[src/rtl/registro_burst_pkg.sv]
// Shared definitions for the registro_burst universal shift register:
// operation codes, burst FSM states and a shift-op classifier.
package registro_burst_pkg;

  typedef enum logic [2:0] {
    RB_HOLD  = 3'd0,
    RB_LOAD  = 3'd1,
    RB_PUSH  = 3'd2,
    RB_CYCLE = 3'd3,
    RB_ARITH = 3'd4
  } rb_op_e;

  typedef enum logic [1:0] {
    RB_IDLE  = 2'd0,
    RB_SHIFT = 2'd1,
    RB_FIN   = 2'd2
  } rb_state_e;

  // Only these codes move bits and update S_OUT; undefined codes behave as HOLD.
  function automatic logic is_shift_op(input logic [2:0] op);
    return (op == RB_PUSH) || (op == RB_CYCLE) || (op == RB_ARITH);
  endfunction

endpackage

[src/rtl/registro_burst_if.sv]
// Control/data bundle of registro_burst; the master drives operations, the
// slave (the register) returns contents, burst status and FSM state.
interface registro_burst_if
  import registro_burst_pkg::*;
#(
  parameter int WIDTH = 32,
  parameter int STEP  = 1,
  parameter int CNT_W = 6
);
  // Burst handshake: START is sampled only in IDLE on an ENB-high edge; BUSY
  // stays high while latched shifts remain; DONE pulses for one cycle at the
  // end, and the next START is accepted no sooner than two cycles later.
  logic             ENB;
  logic [2:0]       MODO;
  logic             DIR;
  logic [STEP-1:0]  S_IN;
  logic [WIDTH-1:0] D;
  logic             START;
  logic [CNT_W-1:0] N;
  logic [WIDTH-1:0] Q;
  logic [STEP-1:0]  S_OUT;
  logic             BUSY;
  logic             DONE;
  rb_state_e        STATE;

  modport master (
    output ENB, MODO, DIR, S_IN, D, START, N,
    input  Q, S_OUT, BUSY, DONE, STATE
  );

  modport slave (
    input  ENB, MODO, DIR, S_IN, D, START, N,
    output Q, S_OUT, BUSY, DONE, STATE
  );
endinterface

[src/rtl/registro_burst_core.sv]
// Combinational next-Q / next-S_OUT function for one step of the shift
// register; the caller decides when the result is committed.
module registro_burst_core
  import registro_burst_pkg::*;
#(
  parameter int WIDTH = 32,
  parameter int STEP  = 1
) (
  input  logic [WIDTH-1:0] q_i,
  input  logic [2:0]       op_i,
  input  logic             dir_i,
  input  logic [STEP-1:0]  s_in_i,
  input  logic [WIDTH-1:0] d_i,
  output logic [WIDTH-1:0] q_o,
  output logic [STEP-1:0]  s_out_o,
  output logic             s_out_upd_o
);

  logic [STEP-1:0] fill;
  logic [STEP-1:0] exit_bits;

  // Bits leaving Q: top slice on a left shift, bottom slice on a right shift.
  assign exit_bits = dir_i ? q_i[STEP-1:0] : q_i[WIDTH-1 -: STEP];

  always_comb begin
    fill = '0;
    case (op_i)
      RB_PUSH:  fill = s_in_i;
      RB_CYCLE: fill = exit_bits;
      RB_ARITH: fill = dir_i ? {STEP{q_i[WIDTH-1]}} : '0;
      default:  fill = '0;
    endcase
  end

  always_comb begin
    q_o         = q_i;
    s_out_upd_o = 1'b0;
    if (op_i == RB_LOAD) begin
      q_o = d_i;
    end else if (is_shift_op(op_i)) begin
      s_out_upd_o = 1'b1;
      q_o = dir_i ? {fill, q_i[WIDTH-1:STEP]} : {q_i[WIDTH-1-STEP:0], fill};
    end
  end

  assign s_out_o = exit_bits;

endmodule

[src/rtl/registro_burst.sv]
// Parametrised universal shift register with free-running ops and a counted
// burst mode (START/BUSY/DONE); holds the Q/S_OUT flops, FSM and counter.
module registro_burst
  import registro_burst_pkg::*;
#(
  parameter int WIDTH = 32,
  parameter int STEP  = 1,
  parameter int CNT_W = 6
) (
  input logic            CLK,
  input logic            RESET_L,
  registro_burst_if.slave bus
);

  rb_state_e        state_q, state_d;
  logic [CNT_W-1:0] cnt_q, cnt_d;
  logic [2:0]       op_q, op_d;
  logic             dir_q, dir_d;
  logic [WIDTH-1:0] q_q, q_d;
  logic [STEP-1:0]  s_out_q, s_out_d;
  logic             busy_q, busy_d;
  logic             done_q, done_d;

  logic [2:0]       core_op;
  logic             core_dir;
  logic [WIDTH-1:0] core_q;
  logic [STEP-1:0]  core_s_out;
  logic             core_upd;

  registro_burst_core #(.WIDTH(WIDTH), .STEP(STEP)) u_core (
    .q_i         (q_q),
    .op_i        (core_op),
    .dir_i       (core_dir),
    .s_in_i      (bus.S_IN),
    .d_i         (bus.D),
    .q_o         (core_q),
    .s_out_o     (core_s_out),
    .s_out_upd_o (core_upd)
  );

  always_ff @(posedge CLK or negedge RESET_L) begin
    if (!RESET_L) begin
      state_q <= RB_IDLE;
      cnt_q   <= '0;
      op_q    <= RB_HOLD;
      dir_q   <= 1'b0;
      q_q     <= '0;
      s_out_q <= '0;
      busy_q  <= 1'b0;
      done_q  <= 1'b0;
    end else begin
      state_q <= state_d;
      cnt_q   <= cnt_d;
      op_q    <= op_d;
      dir_q   <= dir_d;
      q_q     <= q_d;
      s_out_q <= s_out_d;
      busy_q  <= busy_d;
      done_q  <= done_d;
    end
  end

  always_comb begin
    state_d  = state_q;
    cnt_d    = cnt_q;
    op_d     = op_q;
    dir_d    = dir_q;
    q_d      = q_q;
    s_out_d  = s_out_q;
    busy_d   = busy_q;
    done_d   = 1'b0;
    core_op  = bus.MODO;
    core_dir = bus.DIR;
    case (state_q)
      RB_IDLE: begin
        if (bus.ENB) begin
          if (bus.START) begin
            op_d  = bus.MODO;
            dir_d = bus.DIR;
            cnt_d = bus.N;
            // A latched LOAD is the only burst that touches Q on the START edge.
            if (bus.MODO == RB_LOAD) q_d = bus.D;
            if (is_shift_op(bus.MODO) && (bus.N != '0)) begin
              state_d = RB_SHIFT;
              busy_d  = 1'b1;
            end else begin
              state_d = RB_FIN;
              done_d  = 1'b1;
              cnt_d   = '0;
            end
          end else begin
            q_d = core_q;
            if (core_upd) s_out_d = core_s_out;
          end
        end
      end
      RB_SHIFT: begin
        core_op  = op_q;
        core_dir = dir_q;
        if (bus.ENB) begin
          q_d     = core_q;
          s_out_d = core_s_out;
          cnt_d   = cnt_q - 1'b1;
          if (cnt_q == CNT_W'(1)) begin
            state_d = RB_FIN;
            busy_d  = 1'b0;
            done_d  = 1'b1;
          end
        end
      end
      RB_FIN:  state_d = RB_IDLE;
      default: state_d = RB_IDLE;
    endcase
  end

  assign bus.Q     = q_q;
  assign bus.S_OUT = s_out_q;
  assign bus.BUSY  = busy_q;
  assign bus.DONE  = done_q;
  assign bus.STATE = state_q;

endmodule
[src/flat_wrapper.sv]
// flat-port wrapper written by rule: the top's interface ports become plain ports
module registro_burst_flat import registro_burst_pkg::*;
#(
  parameter int WIDTH = 32,
  parameter int STEP  = 1,
  parameter int CNT_W = 6
)
  (CLK, RESET_L, bus_ENB, bus_MODO, bus_DIR, bus_S_IN, bus_D, bus_START, bus_N, bus_Q, bus_S_OUT, bus_BUSY, bus_DONE, bus_STATE);
  registro_burst_if #(.WIDTH(WIDTH), .STEP(STEP), .CNT_W(CNT_W)) bus_i ();
  input logic CLK;
  input logic RESET_L;
  input wire logic [$bits(bus_i.ENB)-1:0] bus_ENB;
  input wire logic [$bits(bus_i.MODO)-1:0] bus_MODO;
  input wire logic [$bits(bus_i.DIR)-1:0] bus_DIR;
  input wire logic [$bits(bus_i.S_IN)-1:0] bus_S_IN;
  input wire logic [$bits(bus_i.D)-1:0] bus_D;
  input wire logic [$bits(bus_i.START)-1:0] bus_START;
  input wire logic [$bits(bus_i.N)-1:0] bus_N;
  output wire logic [$bits(bus_i.Q)-1:0] bus_Q;
  output wire logic [$bits(bus_i.S_OUT)-1:0] bus_S_OUT;
  output wire logic [$bits(bus_i.BUSY)-1:0] bus_BUSY;
  output wire logic [$bits(bus_i.DONE)-1:0] bus_DONE;
  output wire logic [$bits(bus_i.STATE)-1:0] bus_STATE;
  assign bus_i.ENB = bus_ENB;
  assign bus_i.MODO = bus_MODO;
  assign bus_i.DIR = bus_DIR;
  assign bus_i.S_IN = bus_S_IN;
  assign bus_i.D = bus_D;
  assign bus_i.START = bus_START;
  assign bus_i.N = bus_N;
  assign bus_Q = bus_i.Q;
  assign bus_S_OUT = bus_i.S_OUT;
  assign bus_BUSY = bus_i.BUSY;
  assign bus_DONE = bus_i.DONE;
  assign bus_STATE = bus_i.STATE;
  registro_burst #(.WIDTH(WIDTH), .STEP(STEP), .CNT_W(CNT_W)) u_core (.CLK(CLK), .RESET_L(RESET_L), .bus(bus_i));
endmodule
[config.mk]
export PLATFORM = sky130hd
export DESIGN_NAME = registro_burst_flat
export DESIGN_NICKNAME = d
export VERILOG_FILES = /design/src/rtl/registro_burst_pkg.sv /design/src/rtl/registro_burst_if.sv /design/src/rtl/registro_burst_core.sv /design/src/rtl/registro_burst.sv /design/src/flat_wrapper.sv
export SDC_FILE = /design/constraint.sdc
export NUM_CORES = 1
export LEC_CHECK = 0
export ABC_CLOCK_PERIOD_IN_PS = 4500
export CORE_MARGIN = 3
export CORE_UTILIZATION = 40
export CTS_CLUSTER_DIAMETER = 80
export DETAILED_ROUTE_END_ITERATION = 8
export PLACE_DENSITY = 0.75
export SKIP_CTS_REPAIR_TIMING = 1
export SLEW_MARGIN = 25
export SYNTH_ARGS = -nofsm -noshare
export SYNTH_HDL_FRONTEND = slang
export SYNTH_SLANG_ARGS = --single-unit
[constraint.sdc]
create_clock -name CLK -period 4.5 [get_ports CLK]
set_input_delay 0.45 -clock CLK [delete_from_list [all_inputs] [get_ports CLK]]
set_output_delay 0.45 -clock CLK [all_outputs]
set_load 0.02 [all_outputs]
# == Word level (Yosys, flattened, before mapping) ==
# Cells that the tools add are included.
# op_classes
n_eq_ne,18
bitwise,0
add_sub_neg,1
order_cmp,0
reduce_logical,14
shifts,0
div_mod_pow,0
muxes,43
multipliers,0
# ops
op,count
2-to-1 mux 32 bit,7
case mux 32 bit (2 select lines),1
2-to-1 mux 6 bit,4
2-to-1 mux 1 bit,19
equality test 3 x 2 -> 1 bit (second input constant),4
case mux 6 bit (2 select lines),1
AND reduction 4 bit,3
2-to-1 mux 2 bit,5
!= test 2 bit (second input constant),4
equality test 3 x 1 -> 1 bit (second input constant),2
equality test 3 bit (second input constant),2
equality test 6 x 1 -> 1 bit (second input constant),1
!= test 2 x 1 -> 1 bit (second input constant),3
case mux 1 bit (2 select lines),3
AND reduction 6 bit,1
nonzero test 6 bit,1
subtractor 6 x 1 -> 6 bit (second input constant),1
AND reduction 5 bit,1
logical OR 1 bit,4
case mux 2 bit (2 select lines),1
2-to-1 mux 3 bit,1
!= test 3 x 2 -> 1 bit (second input constant),1
case mux 1 bit (3 select lines),1
AND reduction 3 bit,1
other kinds (4),4
# word_totals
latch_bits,0
output_inout_bits,37
mem_bits_rw,0
romBits,0
in_bits,47
reg_bits,47
memories,0

# == Logic depth before layout (Yosys ltp) ==
# Gate-level depths: netlist (run 1).
# depth
depth_word,11
mapped_depth,8
mapped_depth_nobuf,7

# == Modules after synthesis ==
# Synthesis (run 1) repeated with hierarchy kept, for this count alone.
# unflattened
hier_cells,397
hier_area_um2,3563.4
# by_module_without_submodules
mod,cells_per_inst,n_inst,area_per_inst_um2
registro_burst,237,1,2361.0
registro_burst_core,160,1,1202.4

# == Worst setup path after synthesis (run 1) ==
# No wires, ideal clock.
# synth_path
kind,reg2reg
start,reg u_core.state_q[0] (netlist: u_core.bus.STATE[0])
end,reg u_core.q_q[0] (netlist: u_core.bus.Q[0])
period_less_slack_ns,2.075
path_stages_with_launch,7
setup_time_ns,0.126
required_time_ns,4.374
arrival_time_ns,1.949
n_path_buf,1
slack_ns,2.425
path_cell_list,dfrtp_1 -> nor2b_1 -> buf_4 -> mux2i_1 -> mux2_1 -> a211o_1 -> a221o_1
# synth_between
elab_chain_cells,10
elab_cells_between_ends,25
cone_classes,eq/ne: 8; mux: 12; reduce/logical: 5
# synth_lines
element,line,rtl
start: declaration,registro_burst.sv:15,"rb_state_e state_q, state_d;"
start signal: assignment,registro_burst.sv:52,state_q <= state_d;
equality test 2 x 1 -> 1 bit,registro_burst.sv:74,case (state_q)
2-to-1 mux 3 bit or 2-to-1 mux 1 bit (tied branches),registro_burst.sv:74,
equality test 3 bit (tied with other cells),"registro_burst_pkg.sv:21, registro_burst_core.sv:27",
case mux 1 bit (3 select lines) or logical OR 1 bit (tied branches),"registro_burst_core.sv:27, registro_burst_pkg.sv:21",
2-to-1 mux 32 bit or logical OR 1 bit (tied branches),"registro_burst_core.sv:42, registro_burst_pkg.sv:21",
2-to-1 mux 32 bit,registro_burst_core.sv:40,end else if (is_shift_op(op_i)) begin
2-to-1 mux 32 bit,registro_burst_core.sv:38,if (op_i == RB_LOAD) begin
2-to-1 mux 32 bit,registro_burst.sv:77,if (bus.START) begin
2-to-1 mux 32 bit,registro_burst.sv:76,if (bus.ENB) begin
case mux 32 bit (2 select lines),registro_burst.sv:74,
end signal: assignment,registro_burst.sv:56,q_q <= q_d;
end: declaration,registro_burst.sv:19,"logic [WIDTH-1:0] q_q, q_d;"
# Parallel ways exist; a longest one is shown, timed or not. The select of a mux whose other input is x is not followed.
# A chain may end at the register's enable or synchronous reset.

# == Final worst setup path (run 1) ==
# Same ends and word-level chain as after synthesis.

==> results of run 1 <==
## path summary, 6_finish.rpt
check	from	to	slack (ns)	cells after the start
setup / recovery	u_core.bus.STATE[0]$_DFFE_PN0P_	u_core.bus.Q[0]$_DFFE_PN0P_	1.59	6
hold / removal	RESET_L	u_core.bus.Q[5]$_DFFE_PN0P_	0.15	1
setup reg to reg	u_core.bus.STATE[0]$_DFFE_PN0P_	u_core.bus.Q[0]$_DFFE_PN0P_	1.59	6
hold reg to reg	u_core.bus.BUSY$_DFFE_PN0P_	u_core.bus.BUSY$_DFFE_PN0P_	0.52	1
max in group asynchronous	RESET_L	u_core.bus.STATE[1]$_DFFE_PN0P_	3.94	1
min in group CLK	u_core.bus.BUSY$_DFFE_PN0P_	u_core.bus.BUSY$_DFFE_PN0P_	0.52	1
## state kept, by name, summed over array words and instances (netlist names)
signal and cells:
u_core.cnt_q 6, u_core.bus.STATE 2, u_core.op_q 3, u_core.bus.S_OUT 1
u_core.dir_q 1, u_core.bus.Q 32, u_core.bus.BUSY 1, u_core.bus.DONE 1
## cells by family after synthesis
| kind of cell | after synthesis | synth area share, % |
|---|---|---|
| mux | 40 | 16.34 |
| compound gates | 105 | 26.99 |
| flops | 47 | 42.08 |
| fa+ha+maj | 2 | 0.8951 |
| buf+inv | 26 | 5.058 |
| simple gates | 42 | 8.640 |
## routing by layer
| layer | track usage [%] | wire length, um | up-vias |
|---|---|---|---|
| met1 | 27.06 | 3292 | 1167 |
| met3 | 5.566 | 555 | 5 |
| met4 | 4.465 | 58 | 0 |
| met2 | 28.66 | 3271 | 79 |
| met5 | 0 | 0 | - |
| li1 | - | - | 1177 |
## critical path, delay by kind of cell, from the launching register on
kind	cells	cell delay, ns
mux	1	0.68
flops	1	0.52
simple gates	2	0.65
compound gates	2	0.58
buf+inv	1	0.37
## per-stage QoR
step,power (uW),hold WS [ns],instance area [sq um]
after detailed placement,2526,0.4988,3667
after CTS,2811,0.1734,3766
final,2797,0.1460,3766
after global placement,2496,0.4924,3665
after floorplan,1970,0.1544,2795
after global routing,3008,0.1941,3766
## cell usage after synthesis, types with 2 or more instances
cell type,number
a211oi_1,2
a21oi_1,8
a2bb2oi_1,30
a311oi_1,2
a31oi_1,8
buf_2,11
buf_4,2
buf_6,3
clkbuf_1,6
dfrtp_1,47
ha_1,2
inv_1,4
mux2_1,7
mux2_2,28
mux2i_1,4
nand2_1,3
nand2b_1,4
nor2_1,8
nor2b_1,8
nor3_1,4
nor3b_1,4
o211ai_1,3
o21ai_0,10
o22a_1,2
o22ai_1,30
or2_2,2
or3_1,3
## power groups by stage
stage / Combinational (uW) / Sequential [uW] / Clock (uW)
after CTS: 1670 / 857 / 286
after global routing: 1800 / 896 / 308
after detailed placement: 1660 / 864 / 0
after global placement: 1640 / 858 / 0
final: 1660 / 858 / 279
after floorplan: 978 / 991 / 0
## cell type report
cell class / count / area share, %
clock buffers: 6 / 2.193
well taps: 93 / 3.090
clock inverters: 2 / 0.4319
flip-flops and latches: 47 / 31.23
multi-input cells: 189 / 39.47
inverters: 4 / 0.3987
repair buffers: 89 / 23.19
## cells in the final DEF (no fill, tap or decap), types with 3 or more instances in the layout
| cell | instances |
|---|---|
| clkdlybuf4s50_1 | 82 |
| dfrtp_1 | 47 |
| o22ai_1 | 30 |
| a2bb2oi_1 | 30 |
| mux2_2 | 28 |
| o21ai_0 | 10 |
| nor2b_1 | 8 |
| nor2_1 | 8 |
| a31oi_1 | 8 |
| a21oi_1 | 8 |
| mux2_1 | 7 |
| buf_4 | 7 |
| clkbuf_8 | 6 |
| inv_1 | 4 |
| nand2b_1 | 4 |
| nor3b_1 | 4 |
| mux2i_1 | 4 |
| nor3_1 | 4 |
| nand2_1 | 3 |
| o211ai_1 | 3 |
| or3_1 | 3 |
==> out/results.ini, run 1 <==
[worst_setup_path]
crit_path_max_incr_delay_ns = 0.68
worstPathCellList = nand2b_1, mux2i_4, buf_4, nor2b_1, a211o_1, a221o_1
critPathCaptureType = register
critical_path_class = reg2reg
cp_max_fo = 20
slowest_stage = mux2i_4
crit_required_ns = 4.70
cp-start-kind = register
cp_data_arrival_time_ns = 3.11

[route]
first_pass_iters = 4
drt_first_iter_violations = 153
detail-route-antenna-nets = 0
remaining_drc_errors = 0
wl_per_cell_um = 16.69
wl_um = 7177
vias_per_cell = 5.647
vias = 2428

[synthesis]
yosysSeqAreaShare_pct = 42.08
ys_seq_elements = 47
synthArstFlopShare_pct = 100.0
synth_area_sq_um = 2795
syn-instance-count = 262
synthTopCellsByArea = dfrtp_1, mux2_2, a2bb2oi_1
synth_top_area_cell = dfrtp_1
synth_edf_count = 0
yosys.area.top_type_share_pct = 42.08
ys.flop_type = dfrtp_1
synth_nets = 311
synth_warnings = 0
avgSynthCellArea_sq_um = 10.67
netlist-cell-type-count = 44

[cells_and_area]
post-route-util_pct = 57.34
area_growth_pct = 34.74
fillers = 565
diodes = 0
seq_area_sq_um = 1176
post_route_cells_drive_above_1_share_pct = 14.24
multi_input_area_sq_um = 1486
stdcell_count = 430
nNetsFinal = 385

[grt]
grt_pass1_vias = 2518
grt_pass1_wl_um = 12020
grt_max_degree = 48
antenna_found_initial = 0
overflow = 0
groute.usage.overall_pct = 19.02

[die]
start_util_pct = 42.56
chipHeight_um = 89.60
die_x_um = 89.60
rows = 29
dieArea_sq_um = 8027
design.core.area_sq_um = 6568
ios = 84

[power_and_ir_drop]
clkPwrFrac_pct = 10.0
power.internal_uw = 1623
p_comb_share_pct = 59.3
p_switching_uw = 1174
power.share.sequential_pct = 30.7
ir_worst_vdd_mv = 0.3370
power_density_nw_per_um2 = 742.7
switching_share_pct = 41.97
p_leak_uw = 0.001428

[placed_design]
portBuffers = 83
dp_hpwl_um = 4985
preCtsSetupSlack_ns = 1.580
dp.cells = 422
gp_congestion = 0.7932

[flow_run]
cap_violations = 0

[clock_tree]
cts_tree = yes
cts_max_path_buffers = 2
root_buffer = clkbuf_8
cts.sink_count = 47
clk_latency_ns = 0.31
clk_pin_slew_worst_paths_ns = 0.10
htree_levels = 2
cts_buffers = 5

[timing]
slew_viol_final = 0
tightest_slew_ns = 0.8680
finalCritPeriodShare_pct = 64.64
finalHoldViolCount = 0
relSlewSlack_pct = 42.13
layout_min_cycle_time_ns = 2.909
max_freq_ghz = 0.3438
setup_viol = 0
tns_ns = 0
rsz0062_at_grt = false
worst_slack_ns = 1.591
clock-skew-final_ns = 0.01136

[min_path]
worst_hold_path_type = in2async

[outcome]
status = complete, no violations

Note: power is estimated with default switching activity, not from simulation.
==> run 2: changes to the inputs <==
--- a/config.mk
+++ b/config.mk
@@ -5,7 +5,7 @@
 export SDC_FILE = /design/constraint.sdc
 export NUM_CORES = 1
 export LEC_CHECK = 0
-export ABC_CLOCK_PERIOD_IN_PS = 4500
+export ABC_CLOCK_PERIOD_IN_PS = 2700
 export CORE_MARGIN = 3
 export CORE_UTILIZATION = 40
 export CTS_CLUSTER_DIAMETER = 80
==> constraint.sdc (replaced) <==
create_clock -name CLK -period 2.7 [get_ports CLK]
set_input_delay 0.27 -clock CLK [delete_from_list [all_inputs] [get_ports CLK]]
set_output_delay 0.27 -clock CLK [all_outputs]
set_load 0.02 [all_outputs]
==> run 2 against run 1 <==
The run now ends with hold timing left. Setup slack worse by 1.3 ns. Sequential power is 66% higher. Design area is 2.4% higher. Critical path type unchanged. Critical endpoint unchanged. Largest cell class unchanged. Largest power group unchanged. Highest routed layer unchanged.
==> out/results.ini, run 2 (synthesis gave the netlist of run 1 again) <==
[power_and_ir_drop]
power_density_nw_per_um2 = 1265  ; +70%
power_uw = 4879  ; +74%
ir_worst_vdd_mv = 0.5860  ; +74%
p_leak_uw = 0.001486  ; +4.1%

[timing]
layout_min_cycle_time_ns = 2.399  ; -0.5100 ns
tns_ns = 0  ; unchanged
finalCritPeriodShare_pct = 88.85  ; +24 points
rsz0062_at_grt = false
clock-skew-final_ns = 0.008841  ; -0.002517 ns
finalHoldViolCount = 47  ; +47
hold_ws_ns = -0.03551  ; -0.1815 ns
max_freq_ghz = 0.4168  ; +21%
relSlewSlack_pct = 50.33  ; +8.2 points
setup_viol = 0  ; unchanged
tightest_slew_ns = 0.7451  ; -0.1229 ns
slew_viol_final = 0  ; unchanged

[die]
rows = 29  ; unchanged
die_x_um = 89.60  ; unchanged
chipHeight_um = 89.60  ; unchanged
design.core.area_sq_um = 6568  ; unchanged
ios = 84  ; unchanged
dieArea_sq_um = 8027  ; unchanged
start_util_pct = 42.56  ; unchanged

[route]
first_pass_iters = 6  ; +2
detail-route-antenna-nets = 0  ; unchanged
vias_per_cell = 5.774  ; +2.3%
remaining_drc_errors = 0  ; unchanged
drt_first_iter_violations = 146  ; -4.6%
wl_um = 7567  ; +5.4%
wl_per_cell_um = 17.28  ; +3.5%
vias = 2529  ; +4.2%

[grt]
overflow = 0  ; unchanged
groute.usage.overall_pct = 19.52  ; +0.50 points
grt_pass1_vias = 2508  ; -0.40%
antenna_found_initial = 0  ; unchanged
grt_max_degree = 48  ; unchanged
grt_pass1_wl_um = 12410  ; +3.2%

[clock_tree]
clk_latency_ns = 0.30  ; about the same
clk_pin_slew_worst_paths_ns = 0.08  ; -0.02 ns
cts_buffers = 5  ; unchanged
root_buffer = clkbuf_8
cts_tree = yes
cts.sink_count = 47  ; unchanged
htree_levels = 2  ; unchanged
cts_max_path_buffers = 2  ; unchanged

[cells_and_area]
diodes = 0  ; unchanged
area_growth_pct = 38.00
fillers = 587  ; +3.9%
largest_register_ff_count = 32  ; unchanged
nNetsFinal = 393  ; +2.1%
post_route_cells_drive_above_1_share_pct = 16.23  ; +2.0 points
layout_common_cells = clkdlybuf4s50_1, dfrtp_1, o22ai_1, a2bb2oi_1, mux2_2
final_common_cell = clkdlybuf4s50_1

[placed_design]
portBuffers = 83  ; unchanged
gp_congestion = 0.8583  ; +8.2%
dp_hpwl_um = 5311  ; +6.5%

[flow_run]
cap_violations = 0  ; unchanged

[worst_setup_path]
cp-start-kind = register
cp_max_fo = 7  ; -65%
critical_path_class = reg2reg
cp_data_arrival_time_ns = 2.58  ; -0.53 ns
crit_required_ns = 2.88  ; -1.82 ns
critPathCaptureType = register

[outcome]
violations = hold timing
status = finished, violations left

[min_path]
worst_hold_path_type = in2async

## run 2: metrics by stage
stage / hold slack [ns] / util, % / std cells / instance area [sq um] / setup slack [ns]
after floorplan: -0.02559 / - / 262 / 2795 / 0.6246
after global placement: 0.4880 / 56.91 / 430 / 3737 / 0.3260
after detailed placement: 0.3236 / 56.94 / 430 / 3740 / 0.2420
after CTS: -0.002947 / 58.74 / 438 / 3857 / 0.3183
after global routing: 0.01565 / 58.74 / 438 / 3857 / 0.2558
final: -0.03551 / 58.74 / 438 / 3857 / 0.3010
## run 2: final timing paths
kind                       slack [ns]  cells past startpoint                               to                       startpoint
max reg2reg                      0.30                      5      u_core.bus.Q[0]$_DFFE_PN0P_  u_core.bus.STATE[1]$_DFFE_PN0P_
max                              0.30                      5      u_core.bus.Q[0]$_DFFE_PN0P_  u_core.bus.STATE[1]$_DFFE_PN0P_
min reg2reg                      0.52                      1      u_core.bus.BUSY$_DFFE_PN0P_      u_core.bus.BUSY$_DFFE_PN0P_
min in group CLK                 0.52                      1      u_core.bus.BUSY$_DFFE_PN0P_      u_core.bus.BUSY$_DFFE_PN0P_
min                             -0.04                      1      u_core.bus.Q[5]$_DFFE_PN0P_                          RESET_L
max in group asynchronous        2.32                      1  u_core.bus.STATE[1]$_DFFE_PN0P_                          RESET_L
## run 2: layer usage
layer | vias up | global-route usage [%] | routed length (um)
met5 | - | 0 | 0
met1 | 1249 | 27.70 | 3582
met4 | 0 | 4.736 | 83
met2 | 79 | 30.12 | 3476
met3 | 8 | 4.653 | 424
li1 | 1193 | - | -
## run 2: cell type report
cell class	count	area (sq um)	share of cell area [%]
Multi-Input combinational cell	189	1486	38.53
Clock inverter	2	35.03	0.9082
Inverter	4	15.01	0.3892
Timing Repair Buffer	97	945.9	24.52
Tap cell	93	116.4	3.017
Sequential cell	47	1176	30.49
Clock buffer	6	82.58	2.141
## run 2: where the power goes
group	total [uW]	switching, uW	internal, uW
sequential	1420	370	1050
clock	543	243	300
combinational	2920	1390	1530
total	4880	2000	2880
## run 2: critical path, cell delays in order (launching register included)
cell and delay (ns):
dfrtp_1 0.47, nor2b_1 0.43, mux2i_1 0.42, mux2_1 0.38
a211o_1 0.27, a221o_1 0.32
==> run 3: changes to the inputs <==
--- a/config.mk
+++ b/config.mk
@@ -6,6 +6,7 @@
 export NUM_CORES = 1
 export LEC_CHECK = 0
 export ABC_CLOCK_PERIOD_IN_PS = 2700
+export CORE_ASPECT_RATIO = 0.7
 export CORE_MARGIN = 3
 export CORE_UTILIZATION = 40
 export CTS_CLUSTER_DIAMETER = 80
==> run 3 against run 2 <==
Critical path depth did not move. Core utilization grew 0.47 points. First-iteration DRC count is 23% lower. Non-clock buffer count rose by 4. Via count fell by 1.5%. The flow still finishes with violations (hold timing). Cell count is 0.46% higher. Clock-buffer cell count stayed put. Fmax rose by 2.0%. Die area grew 0.20%. Critical path type unchanged. Sequential share of layout area rose by 0.14 points. Sequential cell count did not move. Sequential power hardly changed.
==> out/results.ini, run 3 (synthesis gave the netlist of run 1 again) <==
[outcome]
status = finished, violations left
violations = hold timing

[grt]
overflow = 0  ; unchanged
antenna_found_initial = 0  ; unchanged
grt_max_degree = 48  ; unchanged
groute.usage.overall_pct = 19.02  ; -0.51 points
grt_pass1_wl_um = 12540  ; +1.1%
grt_pass1_vias = 2394  ; -4.5%

[power_and_ir_drop]
switching_share_pct = 42.20  ; +1.2 points
power.internal_uw = 2757  ; -4.2%
clkPwrFrac_pct = 9.1  ; -2.0 points
power.share.sequential_pct = 29.8  ; +0.7 points
power_density_nw_per_um2 = 1242  ; -1.8%
ir_worst_vdd_mv = 0.5493  ; -6.3%
p_switching_uw = 2014  ; +0.62%
p_comb_share_pct = 61.2  ; +1.4 points
p_leak_uw = 0.001481  ; -0.30%

[timing]
clock-skew-final_ns = 0.008290  ; -0.0005511 ns
tns_ns = 0  ; unchanged
slew_viol_final = 0  ; unchanged
finalCritPeriodShare_pct = 87.11  ; -1.7 points
relSlewSlack_pct = 55.63  ; +5.3 points
layout_min_cycle_time_ns = 2.352  ; -0.04706 ns
setup_viol = 0  ; unchanged
rsz0062_at_grt = false
finalHoldViolCount = 47  ; unchanged
max_freq_ghz = 0.4252  ; +2.0%
tightest_slew_ns = 0.6585  ; -0.08653 ns
hold_ws_ns = -0.04691  ; -0.01141 ns

[cells_and_area]
final_cell_area_sq_um = 3840  ; -0.45%
multi_input_area_sq_um = 1486  ; unchanged
diodes = 0  ; unchanged
nNetsFinal = 397  ; +1.0%
seq_area_sq_um = 1176  ; unchanged
largest_register_ff_count = 32  ; unchanged
final_common_cell = clkdlybuf4s50_1
post-route-util_pct = 59.20  ; +0.47 points
fillers = 579  ; -1.4%
area_growth_pct = 37.38
post_route_cells_drive_above_1_share_pct = 16.91  ; +0.67 points
layout_common_cells = clkdlybuf4s50_1, dfrtp_1, o22ai_1, a2bb2oi_1, mux2_2

[worst_setup_path]
worstPathCellList = nor2b_1, mux2i_1, mux2_1, a211o_1, a221o_1
critical_path_class = reg2reg
crit_required_ns = 2.90  ; +0.02 ns
critPathTopFamily = multiplexers
cp_data_arrival_time_ns = 2.55  ; -0.03 ns
path_buf_inv = 0  ; unchanged
cp-start-kind = register
crit_path_max_incr_delay_ns = 0.45  ; -0.02 ns
cp_max_fo = 7  ; unchanged
critPathCaptureType = register
slowest_stage = dfrtp_1

[clock_tree]
cts_max_path_buffers = 2  ; unchanged
cts.sink_count = 47  ; unchanged
cts_tree = yes
clk_latency_ns = 0.31  ; about the same
cts_buffers = 5  ; unchanged
htree_levels = 2  ; unchanged
clk_pin_slew_worst_paths_ns = 0.09  ; about the same
root_buffer = clkbuf_8

[route]
vias_per_cell = 5.661  ; -2.0%
drt_first_iter_violations = 113  ; -23%
first_pass_iters = 4  ; -2
wl_per_cell_um = 17.49  ; +1.2%
wl_um = 7696  ; +1.7%
remaining_drc_errors = 0  ; unchanged
detail-route-antenna-nets = 0  ; unchanged
vias = 2491  ; -1.5%

[placed_design]
portBuffers = 83  ; unchanged
gp_congestion = 0.8753  ; +2.0%
dp_hpwl_um = 5608  ; +5.6%
place_area_sq_um = 3755  ; +0.40%

[die]
chipHeight_um = 75.94  ; -15%
ios = 84  ; unchanged
start_util_pct = 43.09  ; +0.53 points
design.core.area_sq_um = 6486  ; -1.2%
dieArea_sq_um = 8043  ; +0.20%
rows = 24  ; -17%
die_x_um = 105.9  ; +18%

[min_path]
worst_hold_path_type = in2async

[flow_run]
cap_violations = 0  ; unchanged

==> run 3: changes by cell type in the layout (fill, tap and decap cells not counted) <==
cell	previous run	this run
buf_12	1	0
buf_4	14	19
clkinvlp_4	0	1
bufinv_16	1	0
clkbuf_1	0	1
clkbuf_8	6	5
==> run 3: final timing paths <==
kind	slack (ns)	to	depth (start not counted)	startpoint
setup / recovery	0.35	u_core.bus.Q[0]$_DFFE_PN0P_	5	u_core.bus.STATE[1]$_DFFE_PN0P_
hold / removal	-0.05	u_core.dir_q$_DFFE_PN0P_	1	RESET_L
setup reg to reg	0.35	u_core.bus.Q[0]$_DFFE_PN0P_	5	u_core.bus.STATE[1]$_DFFE_PN0P_
hold reg to reg	0.51	u_core.bus.BUSY$_DFFE_PN0P_	1	u_core.bus.BUSY$_DFFE_PN0P_
max in group asynchronous	2.31	u_core.cnt_q[5]$_DFFE_PN0P_	1	RESET_L
min in group CLK	0.51	u_core.bus.BUSY$_DFFE_PN0P_	1	u_core.bus.BUSY$_DFFE_PN0P_
==> run 3: power groups by stage <==
stage	Combinational [uW]	Clock [uW]	Sequential [uW]
after floorplan	1630	0	1650
after global placement	2840	0	1420
after detailed placement	2910	0	1420
after CTS	2920	440	1410
after global routing	3150	461	1470
final	2920	432	1420
==> run 3: final cells by class <==
| class | count | area share, % |
|---|---|---|
| Sequential cell | 47 | 30.63 |
| Tap cell | 91 | 2.965 |
| Inverter | 4 | 0.3910 |
| Multi-Input combinational cell | 189 | 38.71 |
| Timing Repair Buffer | 101 | 25.09 |
| Clock buffer | 6 | 1.890 |
| Clock inverter | 2 | 0.3258 |
==> run 3: metal layers <==
| layer | routed length, um | part of all wire [%] | global-route usage (%) | up-vias |
|---|---|---|---|---|
| met5 | 0 | 0 | 0 | - |
| met4 | 74 | 0.96 | 5.563 | 0 |
| met3 | 419 | 5.4 | 4.584 | 8 |
| met2 | 3321 | 43 | 26.53 | 71 |
| met1 | 3881 | 50 | 29.00 | 1209 |
| li1 | - | - | - | 1203 |
==> run 3: through the flow <==
step	hold slack (ns)	total power (uW)	worst slack [ns]	instances
after floorplan	-0.02559	3283	0.6246	262
after global placement	0.4913	4253	0.4002	432
after detailed placement	0.3237	4328	0.3776	432
after CTS	-0.01704	4768	0.3484	440
after global routing	0.01005	5087	0.2484	440
final	-0.04691	4771	0.3481	440
==> run 3: worst register-to-register path: cells and delay by family (launching register included) <==
kind	cells	cell delay, ns
AOI/OAI and AO/OA	2	0.59
DFF	1	0.45
muxes	2	0.78
and+or+nand+nor	1	0.42
